<file path="config.mk">
export PLATFORM = sky130hd
export DESIGN_NAME = ula_exec_flat
export DESIGN_NICKNAME = d
export VERILOG_FILES = /design/src/rtl/ula_pkg.sv /design/src/rtl/ula_if.sv /design/src/rtl/ula_iter_unit.sv /design/src/rtl/ula_exec.sv /design/src/flat_wrapper.sv
export SDC_FILE = /design/constraint.sdc
export NUM_CORES = 1
export LEC_CHECK = 0
export ABC_AREA = 0
export BUFFER_PORTS_ARGS = -buffer_cell sky130_fd_sc_hd__clkbuf_2
export CAP_MARGIN = 25
export CELL_PAD_IN_SITES_DETAIL_PLACEMENT = 0
export CELL_PAD_IN_SITES_GLOBAL_PLACEMENT = 1
export CORE_AREA = 2 2 129 131
export DETAILED_ROUTE_END_ITERATION = 16
export DIE_AREA = 0 0 131 133
export GPL_TIMING_DRIVEN = 0
export MAX_ROUTING_LAYER = met4
export PLACE_DENSITY_LB_ADDON = 0.1
export REMOVE_ABC_BUFFERS = 1
export SLEW_MARGIN = 20
export SYNTH_ARGS = -nofsm -noshare
export SYNTH_HDL_FRONTEND = slang
export SYNTH_HIERARCHICAL = 1
export SYNTH_SLANG_ARGS = --single-unit
</file>
<file path="constraint.sdc">
create_clock -name clock -period 2.9 [get_ports clock]
set_clock_uncertainty 0.05 [all_clocks]
set_input_delay 0.145 -clock clock [delete_from_list [all_inputs] [get_ports clock]]
set_output_delay 0.145 -clock clock [all_outputs]
set_load 0.02 [all_outputs]
</file>
<file path="src/rtl/ula_pkg.sv">
// rtl/ula_pkg.sv - opcode, FSM state and iteration constants shared by the execute stage
package ula_pkg;

  localparam logic [2:0] OPC_ADD   = 3'b000;
  localparam logic [2:0] OPC_SUB   = 3'b001;
  localparam logic [2:0] OPC_AND   = 3'b010;
  localparam logic [2:0] OPC_OR    = 3'b011;
  localparam logic [2:0] OPC_XOR   = 3'b100;
  localparam logic [2:0] OPC_MUL   = 3'b101;
  localparam logic [2:0] OPC_DIV   = 3'b110;
  localparam logic [2:0] OPC_PASSA = 3'b111;

  localparam logic [1:0] S_IDLE = 2'd0;
  localparam logic [1:0] S_EXEC = 2'd1;
  localparam logic [1:0] S_ITER = 2'd2;
  localparam logic [1:0] S_WB   = 2'd3;

  localparam logic [3:0] ITER_CYCLES = 4'd8;

  function automatic logic is_iter_op(input logic [2:0] op);
    return (op == OPC_MUL) || (op == OPC_DIV);
  endfunction

endpackage

</file>
<file path="src/rtl/ula_if.sv">
// rtl/ula_if.sv - request/write-back bundle between the register-file side and the execute stage
interface ula_if #(
  parameter int DATA_W = 8,
  parameter int ADDR_W = 3
);
  logic              start;
  logic [2:0]        opcode;
  logic [ADDR_W-1:0] dest_address;
  logic [DATA_W-1:0] operand_a;
  logic [DATA_W-1:0] operand_b;
  logic              busy;
  logic              done;
  logic [DATA_W-1:0] result;
  logic              flag_zero;
  logic              flag_carry;
  logic              write_enable;
  logic [ADDR_W-1:0] write_address;
  logic [DATA_W-1:0] write_data;

  modport master (
    output start, opcode, dest_address, operand_a, operand_b,
    input  busy, done, result, flag_zero, flag_carry,
    input  write_enable, write_address, write_data
  );

  modport slave (
    input  start, opcode, dest_address, operand_a, operand_b,
    output busy, done, result, flag_zero, flag_carry,
    output write_enable, write_address, write_data
  );
endinterface

</file>
<file path="src/rtl/ula_iter_unit.sv">
// rtl/ula_iter_unit.sv - 8-step shift-add multiplier / restoring divider with its own step counter
module ula_iter_unit
  import ula_pkg::*;
#(
  parameter int DATA_W = 8
) (
  input  logic              clock,
  input  logic              reset,
  input  logic              load,
  input  logic              mode,
  input  logic [DATA_W-1:0] a,
  input  logic [DATA_W-1:0] b,
  output logic [DATA_W-1:0] q,
  output logic              carry,
  output logic              last
);

  logic                r_active;
  logic                r_mode;
  logic [3:0]          r_count;
  logic [2*DATA_W-1:0] r_acc;
  logic [2*DATA_W-1:0] r_mcand;
  logic [DATA_W-1:0]   r_b;
  logic [DATA_W-1:0]   r_rem;
  logic [DATA_W-1:0]   r_quo;

  logic [2*DATA_W-1:0] w_mul_acc;
  logic [DATA_W:0]     w_shift;
  logic                w_fits;
  logic [DATA_W-1:0]   w_sub;
  logic [DATA_W-1:0]   w_rem_nxt;
  logic [DATA_W-1:0]   w_quo_nxt;
  logic                w_div0;

  assign w_mul_acc = r_acc + (r_b[0] ? r_mcand : '0);

  // Restoring step: bring down the next dividend bit, subtract only if it fits.
  assign w_shift   = {r_rem, r_quo[DATA_W-1]};
  assign w_fits    = (w_shift >= {1'b0, r_b});
  assign w_sub     = w_shift[DATA_W-1:0] - r_b;
  assign w_rem_nxt = w_fits ? w_sub : w_shift[DATA_W-1:0];
  assign w_quo_nxt = {r_quo[DATA_W-2:0], w_fits};
  assign w_div0    = (r_b == '0);

  // q/carry present the value after the current step, so the final step is captured on the last edge.
  assign q     = r_mode ? (w_div0 ? '1 : w_quo_nxt) : w_mul_acc[DATA_W-1:0];
  assign carry = r_mode ? w_div0 : (|w_mul_acc[2*DATA_W-1:DATA_W]);
  assign last  = r_active && (r_count == ITER_CYCLES - 4'd1);

  always_ff @(posedge clock or negedge reset) begin
    if (!reset) begin
      r_active <= 1'b0;
      r_mode   <= 1'b0;
      r_count  <= '0;
      r_acc    <= '0;
      r_mcand  <= '0;
      r_b      <= '0;
      r_rem    <= '0;
      r_quo    <= '0;
    end else if (load) begin
      r_active <= 1'b1;
      r_mode   <= mode;
      r_count  <= '0;
      r_acc    <= '0;
      r_mcand  <= {{DATA_W{1'b0}}, a};
      r_b      <= b;
      r_rem    <= '0;
      r_quo    <= a;
    end else if (r_active) begin
      if (r_mode) begin
        r_rem <= w_rem_nxt;
        r_quo <= w_quo_nxt;
      end else begin
        r_acc   <= w_mul_acc;
        r_mcand <= r_mcand << 1;
        r_b     <= r_b >> 1;
      end
      if (last) begin
        r_active <= 1'b0;
        r_count  <= '0;
      end else begin
        r_count <= r_count + 4'd1;
      end
    end
  end

endmodule

</file>
<file path="src/rtl/ula_exec.sv">
// rtl/ula_exec.sv - execute stage: request FSM, single-cycle ALU and register-file write-back
module ula_exec
  import ula_pkg::*;
#(
  parameter int DATA_W = 8,
  parameter int ADDR_W = 3
) (
  input  logic clock,
  input  logic reset,
  ula_if.slave ula
);

  logic [1:0]        r_state;
  logic [2:0]        r_op;
  logic [ADDR_W-1:0] r_dest;
  logic [DATA_W-1:0] r_a;
  logic [DATA_W-1:0] r_b;
  logic [DATA_W-1:0] r_result;
  logic              r_zero;
  logic              r_carry;
  logic              r_we;
  logic              r_done;

  logic              w_accept;
  logic              w_load_iter;
  logic [DATA_W-1:0] w_iter_q;
  logic              w_iter_carry;
  logic              w_iter_last;
  logic [DATA_W:0]   w_sum;
  logic [DATA_W:0]   w_dif;
  logic [DATA_W-1:0] w_alu_res;
  logic              w_alu_carry;
  logic [DATA_W-1:0] w_wb_res;
  logic              w_wb_carry;

  assign w_accept    = (r_state == S_IDLE) && ula.start;
  assign w_load_iter = w_accept && is_iter_op(ula.opcode);

  ula_iter_unit #(.DATA_W(DATA_W)) u_iter (
    .clock (clock),
    .reset (reset),
    .load  (w_load_iter),
    .mode  (ula.opcode == OPC_DIV),
    .a     (ula.operand_a),
    .b     (ula.operand_b),
    .q     (w_iter_q),
    .carry (w_iter_carry),
    .last  (w_iter_last)
  );

  assign w_sum = {1'b0, r_a} + {1'b0, r_b};
  assign w_dif = {1'b0, r_a} - {1'b0, r_b};

  // MUL/DIV never reach EXEC, so their codes fall through to the default arm.
  always_comb begin
    w_alu_res   = r_a;
    w_alu_carry = 1'b0;
    case (r_op)
      OPC_ADD: begin
        w_alu_res   = w_sum[DATA_W-1:0];
        w_alu_carry = w_sum[DATA_W];
      end
      OPC_SUB: begin
        w_alu_res   = w_dif[DATA_W-1:0];
        w_alu_carry = w_dif[DATA_W];
      end
      OPC_AND: w_alu_res = r_a & r_b;
      OPC_OR:  w_alu_res = r_a | r_b;
      OPC_XOR: w_alu_res = r_a ^ r_b;
      default: w_alu_res = r_a;
    endcase
  end

  assign w_wb_res   = (r_state == S_ITER) ? w_iter_q     : w_alu_res;
  assign w_wb_carry = (r_state == S_ITER) ? w_iter_carry : w_alu_carry;

  always_ff @(posedge clock or negedge reset) begin
    if (!reset) begin
      r_state  <= S_IDLE;
      r_op     <= '0;
      r_dest   <= '0;
      r_a      <= '0;
      r_b      <= '0;
      r_result <= '0;
      r_zero   <= 1'b0;
      r_carry  <= 1'b0;
      r_we     <= 1'b0;
      r_done   <= 1'b0;
    end else begin
      case (r_state)
        S_IDLE: begin
          r_we   <= 1'b0;
          r_done <= 1'b0;
          if (w_accept) begin
            r_op    <= ula.opcode;
            r_dest  <= ula.dest_address;
            r_a     <= ula.operand_a;
            r_b     <= ula.operand_b;
            r_state <= is_iter_op(ula.opcode) ? S_ITER : S_EXEC;
          end
        end
        S_EXEC, S_ITER: begin
          if ((r_state == S_EXEC) || w_iter_last) begin
            r_result <= w_wb_res;
            r_carry  <= w_wb_carry;
            r_zero   <= (w_wb_res == '0);
            r_we     <= 1'b1;
            r_done   <= 1'b1;
            r_state  <= S_WB;
          end
        end
        default: begin
          r_we    <= 1'b0;
          r_done  <= 1'b0;
          r_state <= S_IDLE;
        end
      endcase
    end
  end

  assign ula.busy          = (r_state != S_IDLE);
  assign ula.done          = r_done;
  assign ula.result        = r_result;
  assign ula.flag_zero     = r_zero;
  assign ula.flag_carry    = r_carry;
  assign ula.write_enable  = r_we;
  assign ula.write_address = r_dest;
  assign ula.write_data    = r_result;

endmodule
</file>
<file path="src/flat_wrapper.sv">
// flat-port wrapper written by rule: the top's interface ports become plain ports
module ula_exec_flat import ula_pkg::*;
#(
  parameter int DATA_W = 8,
  parameter int ADDR_W = 3
)
  (clock, reset, ula_start, ula_opcode, ula_dest_address, ula_operand_a, ula_operand_b, ula_busy, ula_done, ula_result, ula_flag_zero, ula_flag_carry, ula_write_enable, ula_write_address, ula_write_data);
  ula_if #(.DATA_W(DATA_W), .ADDR_W(ADDR_W)) ula_i ();
  input  logic clock;
  input  logic reset;
  input wire logic [$bits(ula_i.start)-1:0] ula_start;
  input wire logic [$bits(ula_i.opcode)-1:0] ula_opcode;
  input wire logic [$bits(ula_i.dest_address)-1:0] ula_dest_address;
  input wire logic [$bits(ula_i.operand_a)-1:0] ula_operand_a;
  input wire logic [$bits(ula_i.operand_b)-1:0] ula_operand_b;
  output wire logic [$bits(ula_i.busy)-1:0] ula_busy;
  output wire logic [$bits(ula_i.done)-1:0] ula_done;
  output wire logic [$bits(ula_i.result)-1:0] ula_result;
  output wire logic [$bits(ula_i.flag_zero)-1:0] ula_flag_zero;
  output wire logic [$bits(ula_i.flag_carry)-1:0] ula_flag_carry;
  output wire logic [$bits(ula_i.write_enable)-1:0] ula_write_enable;
  output wire logic [$bits(ula_i.write_address)-1:0] ula_write_address;
  output wire logic [$bits(ula_i.write_data)-1:0] ula_write_data;
  assign ula_i.start = ula_start;
  assign ula_i.opcode = ula_opcode;
  assign ula_i.dest_address = ula_dest_address;
  assign ula_i.operand_a = ula_operand_a;
  assign ula_i.operand_b = ula_operand_b;
  assign ula_busy = ula_i.busy;
  assign ula_done = ula_i.done;
  assign ula_result = ula_i.result;
  assign ula_flag_zero = ula_i.flag_zero;
  assign ula_flag_carry = ula_i.flag_carry;
  assign ula_write_enable = ula_i.write_enable;
  assign ula_write_address = ula_i.write_address;
  assign ula_write_data = ula_i.write_data;
  ula_exec #(.DATA_W(DATA_W), .ADDR_W(ADDR_W)) u_core (.clock(clock), .reset(reset), .ula(ula_i));
endmodule
</file>
* Yosys cells after proc, flatten, opt, wreduce, memory -nomap -nowiden
Cells that the tools add are included.
** Operators by class
- Reductions and logical operators :: 19
- Equal/unequal tests :: 12
- Add/sub/neg operators :: 5
- Mux-type cells :: 36
- Bitwise operators :: 3
- Order comparisons :: 1
** Operators with widths (count)
- two-way mux 16 bit :: 7
- two-way mux 8 bit :: 13
- case mux 8 bit (5 select lines) :: 1
- adder 16 bit :: 1
- logical NOT 8 bit :: 2
- two-way mux 4 bit :: 3
- AND reduction 2 bit :: 5
- adder 8 x 8 -> 9 bit :: 1
- == test 3 bit (second input constant) :: 3
- >= comparator 9 x 8 -> 1 bit :: 1
- subtractor 8 x 8 -> 9 bit :: 1
- AND 8 bit :: 1
- OR 8 bit :: 1
- OR reduction 8 bit :: 1
- subtractor 8 bit :: 1
- bitwise XOR 8 bit :: 1
- two-way mux 1 bit :: 7
- == test 3 x 2 -> 1 bit (second input constant) :: 2
- two-way mux 2 bit :: 3
- nonzero test 2 bit :: 3
- adder 4 x 1 -> 4 bit (second input constant) :: 1
- == test 4 x 3 -> 1 bit (second input constant) :: 1
- != test 2 x 1 -> 1 bit (second input constant) :: 2
- case mux 2 bit (2 select lines) :: 1
- 10 further kinds :: 13
** Word-level totals
- Logic and storage cells :: 93
- Bits in registers :: 97

* Depth between registers and ports, before layout
Gate-level depths: netlist of the first run.
- Depth after elaboration :: 5
- Depth in mapped cells :: 13

* Hierarchy
Netlist of the first run, hierarchy kept.
** By module, submodules not included
- ula_iter_unit :: area each 4027.6 µm², times used 1, cells each 472
- ula_exec :: area each 2793.9 µm², times used 1, cells each 298

* Worst setup path before layout of the first run
No wires, ideal clock.
- Path type :: register to register
- Start :: register u_core.u_iter.r_b[0]
- End :: register u_core.r_carry, in the netlist u_core/ula.flag_carry
- Slack :: -0.155 ns
- Clock period less this slack :: 3.055 ns
- Setup time :: 0.095 ns
- Arrival :: 2.909 ns
- Stages on the path, launching flop included :: 14
- Path buffers :: 1
- Path through :: dfrtp_1 -> clkbuf_1 -> and2_1 -> ha_1 -> fa_1 -> a21oi_1 -> o2111ai_2 -> a2111oi_0 -> nor3_1 -> xor2_1 -> nor2_1 -> a41oi_2 -> nor2_1 -> o31ai_1
** Between the ends
- Longest elaborated chain between the ends :: 5
** Ends and longest elaborated chain
- start: declaration :: RTL line ula_iter_unit.sv:23 : logic [DATA_W-1:0] r_b;
- start signal: assignment :: RTL line ula_iter_unit.sv:76 : r_b <= r_b >> 1;
- two-way mux 16 bit :: RTL line ula_iter_unit.sv:35 : assign w_mul_acc = r_acc + (r_b[0] ? r_mcand : '0);
- adder 16 bit :: RTL line ula_iter_unit.sv:35
- OR reduction 8 bit :: RTL line ula_iter_unit.sv:47 : assign carry = r_mode ? w_div0 : (|w_mul_acc[2*DATA_W-1:DATA_W]);
- two-way mux 1 bit * :: RTL line ula_iter_unit.sv:47
- via u_core.w_iter_carry :: RTL line ula_exec.sv:27 : logic w_iter_carry;
- two-way mux 1 bit * :: RTL line ula_exec.sv:75 : assign w_wb_carry = (r_state == S_ITER) ? w_iter_carry : w_alu_carry;
- end signal: assignment :: RTL line ula_exec.sv:105 : r_carry <= w_wb_carry;
- end: declaration :: RTL line ula_exec.sv:20 : logic r_carry;
The timed path passes the listed nets; every way through them passes the cells marked *.
A chain may end at the register's enable or synchronous reset.

* Worst setup path in the final report of the first run
- Start :: register u_core.u_iter.r_b[0]
- End :: register u_core.r_zero, in the netlist u_core/ula.flag_zero
** Between the ends
- Longest elaborated chain between the ends :: 5
** Ends and longest elaborated chain
- two-way mux 16 bit / logical NOT 8 bit (equally long branches) :: RTL line ula_iter_unit.sv:35, ula_iter_unit.sv:43
- adder 16 bit / two-way mux 8 bit (equally long branches) :: RTL line ula_iter_unit.sv:35, ula_iter_unit.sv:46
- two-way mux 8 bit * :: RTL line ula_iter_unit.sv:46 : assign q = r_mode ? (w_div0 ? '1 : w_quo_nxt) : w_mul_acc[DATA_W-1:0];
- via u_core.w_iter_q[6] :: RTL line ula_exec.sv:26 : logic [DATA_W-1:0] w_iter_q;
- two-way mux 8 bit * :: RTL line ula_exec.sv:74 : assign w_wb_res = (r_state == S_ITER) ? w_iter_q : w_alu_res;
- logical NOT 8 bit * :: RTL line ula_exec.sv:106 : r_zero <= (w_wb_res == '0);
- end signal: assignment :: RTL line ula_exec.sv:106
- end: declaration :: RTL line ula_exec.sv:19 : logic r_zero;
Marks and branches as above.

==> results of run 1 <==
[cell families after synthesis]
| family | after synthesis | share of synthesized area |
|---|---|---|
| buf+inv | 86 | 0.05686 |
| mux | 44 | 0.06878 |
| simple gates | 252 | 0.1779 |
| fa+ha+maj | 56 | 0.1071 |
| flops | 97 | 0.3558 |
| compound gates | 215 | 0.2067 |
| xor+xnor | 20 | 0.02678 |
[critical path: cells and delay by family (launching register included)]
| kind | cells | cell delay [ps] |
|---|---|---|
| flops | 1 | 520 |
| xor+xnor | 1 | 200 |
| simple gates | 2 | 390 |
| fa+ha+maj | 2 | 520 |
| compound gates | 6 | 1250 |
[cell usage in the layout, fill, tap and decap left out, types with 9 or more instances in the layout]
master / count
a21oi_1: 59
and2_1: 14
buf_4: 14
clkbuf_16: 9
clkbuf_2: 47
dfrtp_1: 96
dlygate4sd3_1: 13
ha_1: 43
inv_1: 38
mux2_2: 23
mux2i_1: 21
nand2_1: 106
nor2_1: 51
nor2b_1: 14
nor3_1: 13
o21ai_0: 39
o21ai_1: 12
o22a_1: 9
xnor2_1: 9
[metrics by stage]
stage | util | TNS (ps) | setup slack [ps] | power, mW
finish | 0.5034 | -191.9 | -103.2 | 10.06
global route | 0.5034 | -592.2 | -228.2 | 10.93
CTS | 0.4909 | -299.5 | -158.7 | 9.829
detailed placement | 0.4487 | -5929 | -884.1 | 8.245
global placement | 0.4390 | -211070 | -5099 | 8.013
floorplan | - | -81040 | -2200 | 6.599
[flip-flops by register name, summed over array words and instances (netlist names)]
register / flops
u_core/u_iter/r_acc: 16
u_core/u_iter/r_mcand: 16
u_core/r_a: 8
u_core/r_b: 8
u_core/u_iter/r_b: 8
u_core/u_iter/r_quo: 8
u_core/u_iter/r_rem: 8
u_core/ula.result: 8
u_core/u_iter/r_count: 4
u_core/r_op: 3
u_core/ula.write_address: 3
u_core/r_state: 2
u_core/u_iter/r_active: 1
u_core/u_iter/r_mode: 1
u_core/ula.flag_carry: 1
u_core/ula.flag_zero: 1
u_core/ula.write_enable: 1
[area by class of cell]
cell class                      count  area, µm²
Inverter                           40      150.1
Fill cell                        1537       8031
Timing Repair Buffer               83      651.9
Sequential cell                    97       2431
Clock buffer                        9      225.2
Clock inverter                      7      87.58
Multi-Input combinational cell    587       4319
Tap cell                          220      275.3
[power by group]
part	leakage (nW)	switching, mW	internal [mW]
logic	2.19	3.51	2.66
clock network	0.148	0.600	0.690
registers	1.24	0.679	1.93
total	3.58	4.78	5.28
[how the worst max path moves through the flow]
stage                     depth (start not counted)  slack (ps)                     end                  from
after floorplan                                   7       -2200  u_core/u_iter/r_rem[6]     u_core/r_state[0]
after global placement                            7       -5100  u_core/u_iter/r_rem[6]     u_core/r_state[0]
after detailed placement                         10        -880    u_core/ula.flag_zero  u_core/u_iter/r_b[0]
after CTS                                        12        -160   u_core/ula.flag_carry  u_core/u_iter/r_b[0]
after global routing                             12        -230   u_core/ula.flag_carry  u_core/u_iter/r_b[0]
final                                            11        -100    u_core/ula.flag_zero  u_core/u_iter/r_b[0]
[metal layers]
metal | part of all wire | global-route usage | vias to the layer above
li1 | - | - | 2826
met1 | 0.48 | 0.3101 | 2809
met2 | 0.46 | 0.3172 | 128
met3 | 0.049 | 0.03841 | 18
met4 | 0.013 | 0.06147 | 0
met5 | 0 | - | -
[what timing repair did]
action	4_1_cts	5_1_grt
pin swaps	18	15
cloned	0	0
resized for setup	35	19
setup endpoints to repair	27	7
hold buffers	13	0
endpoints found under the hold margin	114	0
buffers inserted	10	5
==> results.py, run 1 <==
metrics = {
    "sta": {
        "post-route-worst-setup-slack_ps": -103.2,
        "maxSlewHeadroom": 0.4935,
        "period_minus_slack_ps": 3003,
        "tightest_slew_ps": 759.7,
        "finalSetupViolCount": 2,
        "rsz0062_at_grt": "true",
        "hold_viol": 1,
        "min_period_over_period": 1.036,
        "whs_ps": -1.127,
        "timing.fmax_ghz": 0.3330,
        "maxSlewViolCount": 0,
    },
    "pwr": {
        "ir_drop_uv": 504.4,
        "powerDensity_nw_per_um2": 1236,
        "p_leak_nw": 3.580,
    },
    "outcome": {
        "outcome": "finished, violations left",
        "violations": "hold timing, setup timing",
    },
    "min_path": {
        "min-delay-start": "ula_operand_b[5]",
        "whs_path_depth": 3,
        "min-delay-path-class": "in -> reg",
        "worst_hold_path.endpoint": "u_core/u_iter/r_b[5]",
    },
    "grt": {
        "grt_max_degree": 81,
        "antenna_found_initial": 0,
        "grt_pass1_vias": 5488,
        "grt_usage": 0.2176,
        "grt_overflow": 0,
        "grt_pass1_wl_um": 28910,
    },
    "flow_run": {
        "cap_viol_max_count": 0,
    },
    "clocking": {
        "clock_latency_ps": 360,
        "cts_buffers": 9,
        "cts-htree-levels": 3,
        "cts_tree": "yes",
        "cts.clk_slew.worst_paths_ps": 80,
        "cts-root-buf": "clkbuf_16",
        "cts_max_path_buffers": 2,
        "cts.sinks": 97,
    },
    "die": {
        "die_y_um": 133,
        "fp.coreArea_um2": 16170,
        "fp.dieArea_um2": 17420,
        "pin_count": 49,
        "start_util": 0.4218,
        "die_w_um": 131,
        "rows": 47,
    },
    "drt": {
        "drt_iter0_drc": 394,
        "route.detailed.wl_per_inst_um": 17.02,
        "vias": 5781,
        "drc": 0,
        "viasPerCell": 5.543,
        "wirelength_um": 17750,
        "ant_nets": 0,
        "first_pass_iters": 5,
    },
    "setup_path": {
        "start_kind": "flip-flop",
        "endpoint_kind": "flip-flop",
        "r2r_cells": 11,
        "timing.rr.start": "u_core/u_iter/r_b[0]",
        "rrSetupSlack_ps": -100,
        "cp.arrival_ps": 3250,
        "cp_slowest_stage_delay_ps": 520,
        "path_class": "reg -> reg",
        "worstPathCellList": "and2_4 > ha_4 > fa_2 > a21oi_4 > o2111ai_4 > xor2_2 > o22a_1 > o22a_1 > o211a_1 > nor4b_2 > a32o_1",
        "cpMostUsedCell": "o22a_1",
        "regToRegEndpoint": "u_core/ula.flag_zero",
        "critPathRequiredTime_ps": 3150,
        "path_max_fanout": 8,
        "cpMaxStageDelayCell": "dfrtp_4",
    },
    "synth": {
        "synth.avg_cell_area_um2": 8.859,
        "synth_ff_type": "dfrtp_1",
        "ys_types": 77,
        "synth_edf_count": 0,
        "synthCells": 770,
        "yosys_warnings": 6,
        "ys_top_cells_by_area": "dfrtp_1 (36%), ha_1 (9.5%), nand2_1 (5.9%), a21oi_1 (4.5%), mux2_2 (3.8%)",
        "yosysMostFrequentCell": "nand2_1",
        "async_flop_share": 1.000,
        "synth_top_area_cell": "dfrtp_1",
        "synthTopCellsByCount": "nand2_1 (107), dfrtp_1 (97), a21oi_1 (62)",
        "synth_top_area_share": 0.3558,
        "yosys_register_bits": 97,
        "syn_area_um2": 6822,
        "ys_seq_area_frac": 0.3558,
    },
    "placement": {
        "io_buffers": 48,
        "hpwl_um": 12910,
        "gp_congestion": 0.8627,
        "dp_cells": 998,
        "post_dp_cell_area_um2": 7257,
    },
    "finish": {
        "drive_gt1_frac": 0.2005,
        "stdcell_area_um2": 8140,
        "area_delta_synth_final_pct": 19.33,
        "n_antenna_cell": 0,
        "nNetsFinal": 899,
        "final_cells": 1043,
    },
}
Power figures use the tool's default switching activity.
==> run 2, diff against run 1 <==
--- a/config.mk
+++ b/config.mk
@@ -10,15 +10,15 @@
 export CAP_MARGIN = 25
 export CELL_PAD_IN_SITES_DETAIL_PLACEMENT = 0
 export CELL_PAD_IN_SITES_GLOBAL_PLACEMENT = 1
-export CORE_AREA = 2 2 129 131
+export CORE_AREA = 2 2 149 115
 export DETAILED_ROUTE_END_ITERATION = 16
-export DIE_AREA = 0 0 131 133
+export DIE_AREA = 0 0 151 117
 export GPL_TIMING_DRIVEN = 0
 export MAX_ROUTING_LAYER = met4
 export PLACE_DENSITY_LB_ADDON = 0.1
+export RECOVER_POWER = 100
 export REMOVE_ABC_BUFFERS = 1
 export SLEW_MARGIN = 20
 export SYNTH_ARGS = -nofsm -noshare
 export SYNTH_HDL_FRONTEND = slang
-export SYNTH_HIERARCHICAL = 1
 export SYNTH_SLANG_ARGS = --single-unit
==> results.py, run 2 <==
metrics = {
    "die": {
        "rows": 41,
        "fp.dieArea_um2": 17670,
        "fp.coreArea_um2": 16310,
        "die_w_um": 151,
        "die_y_um": 117,
        "start_util": 0.4103,
        "pin_count": 49,
    },
    "drt": {
        "route.detailed.wl_per_inst_um": 17.48,
        "ant_nets": 0,
        "wl_met3_um": 684,
        "dr_wl_met2_um": 7850,
        "drt_iter0_drc": 376,
        "first_pass_iters": 5,
        "wirelength_um": 18050,
        "met1_length_um": 9352,
        "vias": 5590,
        "drc": 0,
        "viasPerCell": 5.411,
        "highest_layer": "met4",
    },
    "sta": {
        "maxSlewHeadroom": -0.2801,
        "timing.fmax_ghz": 0.3462,
        "hold_viol": 0,
        "maxSlewViolCount": 31,
        "rsz0062_at_grt": "true",
        "period_minus_slack_ps": 2888,
        "min_period_over_period": 0.9960,
        "tightest_slew_ps": 1920,
        "finalSetupViolCount": 0,
        "post-route-worst-setup-slack_ps": 11.56,
    },
    "grt": {
        "grt_pass1_wl_um": 29530,
        "grt_overflow": 0,
        "antenna_found_initial": 0,
        "grt_max_degree": 68,
        "grt_pass1_vias": 5494,
        "grt_usage": 0.2216,
    },
    "setup_path": {
        "r2r_cells": 11,
        "cp_slowest_stage_delay_ps": 530,
        "timing.rr.start": "u_core.u_iter.r_b[0]",
        "path_max_fanout": 8,
        "path_delay_family": "compound AO/OA/AOI/OAI gates",
        "cp_num_buf_inv": 1,
        "path_class": "reg -> reg",
        "regToRegEndpoint": "u_core.ula.flag_carry",
        "cp.arrival_ps": 3070,
        "start_kind": "flip-flop",
        "critPathRequiredTime_ps": 3090,
        "cpMaxStageDelayCell": "dfrtp_4",
        "endpoint_kind": "flip-flop",
        "rrSetupSlack_ps": 10,
        "worstPathCellList": "buf_12 > and2_1 > ha_4 > a21oi_1 > o21ai_4 > a32oi_2 > a31oi_1 > xnor2_1 > or3_4 > nor4_4 > o21ai_1",
    },
    "finish": {
        "drive_gt1_frac": 0.1870,
        "final_cell_mix": "nand2_1 (118), dfrtp_1 (93), nor2_1 (68)",
        "nNetsFinal": 895,
        "stdcell_area_um2": 7948,
        "reg.largest.list": "u_core.u_iter.r_acc (16), u_core.u_iter.r_mcand (16)",
        "final_cells": 1033,
        "layout_commonest_cell": "nand2_1",
        "area_delta_synth_final_pct": 18.75,
        "n_antenna_cell": 0,
    },
    "min_path": {
        "min-delay-path-class": "in -> reg",
        "whs_path_depth": 2,
        "worst_hold_path.endpoint": "u_core.r_b[6]",
        "min-delay-start": "ula_operand_b[6]",
    },
    "placement": {
        "dp_cells": 996,
        "gp_congestion": 0.8773,
        "post_dp_cell_area_um2": 7102,
        "hpwl_um": 12680,
        "io_buffers": 48,
        "dpl_worst_slack_ps": -919.8,
    },
    "synth": {
        "async_flop_share": 1.000,
        "synth_edf_count": 0,
        "ys_seq_area_frac": 0.3627,
        "ys_types": 68,
        "yosys_warnings": 0,
        "synth_top_area_share": 0.3627,
        "yosysMostFrequentCell": "nand2_1",
        "synthCells": 776,
        "synth_ff_type": "dfrtp_1",
        "synthTopCellsByCount": "nand2_1 (120), dfrtp_1 (97), nor2_1 (70)",
        "synth.avg_cell_area_um2": 8.625,
        "synth_top_area_cell": "dfrtp_1",
        "syn_area_um2": 6693,
        "ys_top_cells_by_area": "dfrtp_1 (36%), ha_1 (9.7%), nand2_1 (6.7%), a21oi_1 (4.4%), mux2_2 (4.2%)",
        "yosys_register_bits": 97,
    },
    "outcome": {
        "violations": "capacitance limit, slew limit",
        "outcome": "finished, violations left",
    },
    "clocking": {
        "cts_buffers": 9,
        "cts-htree-levels": 3,
        "cts-root-buf": "clkbuf_16",
        "cts_tree": "yes",
        "cts.clk_slew.worst_paths_ps": 70,
        "cts_max_path_buffers": 2,
        "cts.sinks": 97,
        "clock_latency_ps": 360,
    },
    "pwr": {
        "powerDensity_nw_per_um2": 1336,
        "p_leak_nw": 3.521,
        "ir_drop_uv": 568.1,
    },
    "flow_run": {
        "cap_viol_max_count": 1,
    },
}
run 2: cell types whose count changed in the layout (fill, tap and decap cells not counted), sizes merged, moves of 5 or more:
cell         previous run  this run
dlygate4sd3            13         7
nor2                   56        70
nand2                 107       120
xnor2                  11        17
o22a                    9         0
mux2i                  21         9
inv                    43        48
nor2b                  14         5
a31oi                   4        27
run 2: where the power goes:
| part | internal (mW) | leakage (nW) | switching, mW |
|---|---|---|---|
| logic | 2.86 | 2.17 | 3.59 |
| registers | 2.02 | 1.18 | 0.764 |
| clock network | 0.843 | 0.162 | 0.549 |
| total | 5.71 | 3.52 | 4.90 |
run 2: kinds of logic after synthesis:
group,synth area share
AO/OA/AOI/OAI,0.1982
flip-flops,0.3627
multiplexers,0.05552
XOR/XNOR,0.03272
AND/OR/NAND/NOR,0.1757
adder cells (fa/ha/maj),0.1092
buffers and inverters,0.06600
run 2: what timing repair did:
action,4_1_cts,5_1_grt
buffers inserted,16,0
setup endpoints to repair,12,6
hold buffers,7,0
pin swaps,23,9
endpoints found under the hold margin,39,0
gates resized for setup,61,20
run 2: cell type report:
| cell class | count | area [µm²] |
|---|---|---|
| Sequential cell | 97 | 2435 |
| Fill cell | 1594 | 8366 |
| Inverter | 47 | 176.4 |
| Multi-Input combinational cell | 583 | 4217 |
| Tap cell | 215 | 269.0 |
| Timing Repair Buffer | 76 | 510.5 |
| Clock buffer | 9 | 225.2 |
| Clock inverter | 6 | 115.1 |
run 2: worst max-delay path by stage:
stage | from | to | slack [ps] | depth (start not counted)
2_1_floorplan | u_core.u_iter.r_b[0] | u_core.ula.flag_carry | 30 | 12
3_3_place_gp | u_core.r_state[0] | u_core.u_iter.r_quo[0] | -1250 | 5
3_5_place_dp | u_core.u_iter.r_b[0] | u_core.ula.flag_carry | -920 | 12
4_1_cts | u_core.u_iter.r_b[0] | u_core.ula.flag_carry | -80 | 12
5_1_grt | u_core.u_iter.r_b[0] | u_core.ula.flag_carry | -80 | 11
6_report | u_core.u_iter.r_b[0] | u_core.ula.flag_carry | 10 | 11
run 2: per-stage QoR:
stage	util	setup TNS (ps)	power, mW	hold slack (ps)
floorplan	-	0	6.837	-200.6
global placement	0.4252	-50130	8.224	329.1
detailed placement	0.4353	-3657	8.381	17.38
CTS	0.4878	-84.93	10.49	2.136
global route	0.4872	-163.9	11.58	16.69
finish	0.4872	0	10.62	10.83
run 2: layer usage:
metal,global-route usage,vias to the layer above
li1,-,2765
met1,0.3273,2699
met2,0.3209,114
met3,0.03605,12
met4,0.04486,0
met5,-,-
==> run 3, diff against run 2 <==
--- a/config.mk
+++ b/config.mk
@@ -18,7 +18,7 @@
 export PLACE_DENSITY_LB_ADDON = 0.1
 export RECOVER_POWER = 100
 export REMOVE_ABC_BUFFERS = 1
-export SLEW_MARGIN = 20
+export SLEW_MARGIN = 10
 export SYNTH_ARGS = -nofsm -noshare
 export SYNTH_HDL_FRONTEND = slang
 export SYNTH_SLANG_ARGS = --single-unit
==> constraint.sdc (replaced) <==
create_clock -name clock -period 2.4 [get_ports clock]
set_clock_uncertainty 0.05 [all_clocks]
set_input_delay 0.12 -clock clock [delete_from_list [all_inputs] [get_ports clock]]
set_output_delay 0.12 -clock clock [all_outputs]
set_load 0.02 [all_outputs]
==> results.py, run 3 (synthesis gave the netlist of run 2 again) <==
metrics = {
    "outcome": {
        "outcome": "finished, violations left",
        "violations": "setup timing",
    },
    "sta": {
        "maxSlewViolCount": 0,
        "maxSlewHeadroom": 0.06742,
        "tightest_slew_ps": 1399,
        "rsz0062_at_grt": "true",
        "min_period_over_period": 1.193,
        "period_minus_slack_ps": 2863,
        "whs_ps": 11.22,
        "finalSetupViolCount": 14,
        "timing.fmax_ghz": 0.3493,
        "post-route-worst-setup-slack_ps": -463.0,
        "hold_viol": 0,
    },
    "pwr": {
        "p_leak_nw": 3.709,
        "ir_drop_uv": 651.8,
        "powerDensity_nw_per_um2": 1646,
        "power.total_mw": 13.96,
    },
    "die": {
        "start_util": 0.4103,
        "rows": 41,
        "die_w_um": 151,
        "pin_count": 49,
        "die_y_um": 117,
        "fp.coreArea_um2": 16310,
        "fp.dieArea_um2": 17670,
    },
    "setup_path": {
        "worstPathCellList": "and2_4 > ha_4 > buf_4 > a211oi_4 > o21ai_2 > a31oi_2 > nor3_1 > a311o_1 > or3_4 > nor4_4 > o21ai_1",
        "path_delay_family": "compound AO/OA/AOI/OAI gates",
        "cp.depth": 11,
        "critPathRequiredTime_ps": 2580,
        "cp_num_buf_inv": 1,
        "cp.arrival_ps": 3040,
        "start_kind": "flip-flop",
        "endpoint_kind": "flip-flop",
        "cpMaxStageDelayCell": "dfrtp_4",
        "path_class": "reg -> reg",
        "cp_slowest_stage_delay_ps": 520,
        "r2r_cells": 11,
        "path_max_fanout": 4,
    },
    "drt": {
        "vias": 5757,
        "wirelength_um": 18580,
        "route.detailed.wl_per_inst_um": 17.48,
        "drc": 0,
        "drt_iter0_drc": 365,
        "first_pass_iters": 7,
        "viasPerCell": 5.416,
        "ant_nets": 0,
    },
    "finish": {
        "nNetsFinal": 924,
        "reg.largest.list": "u_core.u_iter.r_acc (16), u_core.u_iter.r_mcand (16)",
        "area_delta_synth_final_pct": 26.73,
        "stdcell_area_um2": 8482,
        "n_antenna_cell": 0,
        "drive_gt1_frac": 0.2606,
        "register_area_um2": 2437,
        "final_cell_mix": "nand2_1 (115), dfrtp_1 (91), nor2_1 (65)",
        "fillers": 1541,
        "multi_input_area_um2": 4496,
        "layout_commonest_cell": "nand2_1",
    },
    "placement": {
        "hpwl_um": 12420,
        "post_dp_cell_area_um2": 7058,
        "gp_congestion": 0.8773,
        "dpl_worst_slack_ps": -1426,
        "io_buffers": 48,
    },
    "grt": {
        "grt_max_degree": 98,
        "grt_usage": 0.2251,
        "grt_overflow": 0,
        "grt_pass1_vias": 5662,
        "grt_pass1_wl_um": 30070,
        "antenna_found_initial": 0,
    },
    "clocking": {
        "cts-root-buf": "clkbuf_16",
        "cts_buffers": 9,
        "cts_tree": "yes",
        "clock_latency_ps": 350,
        "cts_max_path_buffers": 2,
        "cts.clk_slew.worst_paths_ps": 70,
        "cts-htree-levels": 3,
        "cts.sinks": 97,
    },
    "flow_run": {
        "cap_viol_max_count": 0,
    },
    "min_path": {
        "whs_path_depth": 2,
        "min-delay-path-class": "in -> reg",
    },
}
==> run 3: cell types whose count changed in the layout (fill, tap and decap cells not counted), sizes merged <==
cell and delta:
clkinvlp +1, buf +20, dlygate4sd3 +9, clkinv -1
clkbuf +1
==> run 3: where the power goes <==
| part | internal (mW) | total, mW | switching [mW] |
|---|---|---|---|
| registers | 2.44 | 3.33 | 0.888 |
| clock network | 1.02 | 1.70 | 0.679 |
| logic | 4.14 | 8.93 | 4.79 |
==> run 3: metal layers <==
metal	global-route usage	up-vias	part of all wire
met2	0.3318	109	0.43
li1	-	2844	-
met3	0.03992	23	0.036
met4	0.05421	0	0.014
met5	-	-	0
met1	0.3226	2781	0.52
==> run 3: cell type report <==
cell class | instances | share of cell area
Clock inverter | 6 | 0.01342
Sequential cell | 97 | 0.2874
Clock buffer | 10 | 0.02700
Timing Repair Buffer | 105 | 0.08969
Tap cell | 215 | 0.03172
Inverter | 47 | 0.02080
Multi-Input combinational cell | 583 | 0.5300
==> run 3: stage by stage <==
step	TNS, ps	utilization	cells
detailed placement	-15420	0.4327	995
floorplan	-9915	-	727
global placement	-106290	0.4252	990
finish	-2660	0.5199	1063
global route	-7066	0.5199	1063
CTS	-2952	0.5048	1048
==> run 3: timing repair <==
| item | CTS | global route |
|---|---|---|
| hold endpoints to repair | 116 | 1 |
| setup endpoints to repair | 31 | 52 |
| pin swaps | 37 | 29 |
| gates resized for setup | 110 | 46 |
| cloned | 0 | 0 |
| setup buffers | 22 | 15 |
| hold buffers | 15 | 1 |
==> run 3: final timing paths <==
| kind | slack [ps] | from | endpoint |
|---|---|---|---|
| worst max-delay path | -460 | u_core.u_iter.r_b[0] | u_core.ula.flag_carry |
| worst min-delay path | 10 | ula_operand_b[1] | u_core.r_b[1] |
| worst max register to register | -460 | u_core.u_iter.r_b[0] | u_core.ula.flag_carry |
| worst min register to register | 440 | u_core.ula.flag_zero | u_core.ula.flag_zero |
| max in group asynchronous | 690 | reset | u_core.u_iter.r_b[0] |
| min in group asynchronous | 550 | reset | u_core.r_b[1] |
==> run 3: worst reg2reg max path, cell delays in order (launching register included) <==
cell and delay (ps):
dfrtp_4 520, and2_4 170, ha_4 150, buf_4 140, a211oi_4 290, o21ai_2 120
a31oi_2 230, nor3_1 70, a311o_1 370, or3_4 350, nor4_4 190, o21ai_1 90
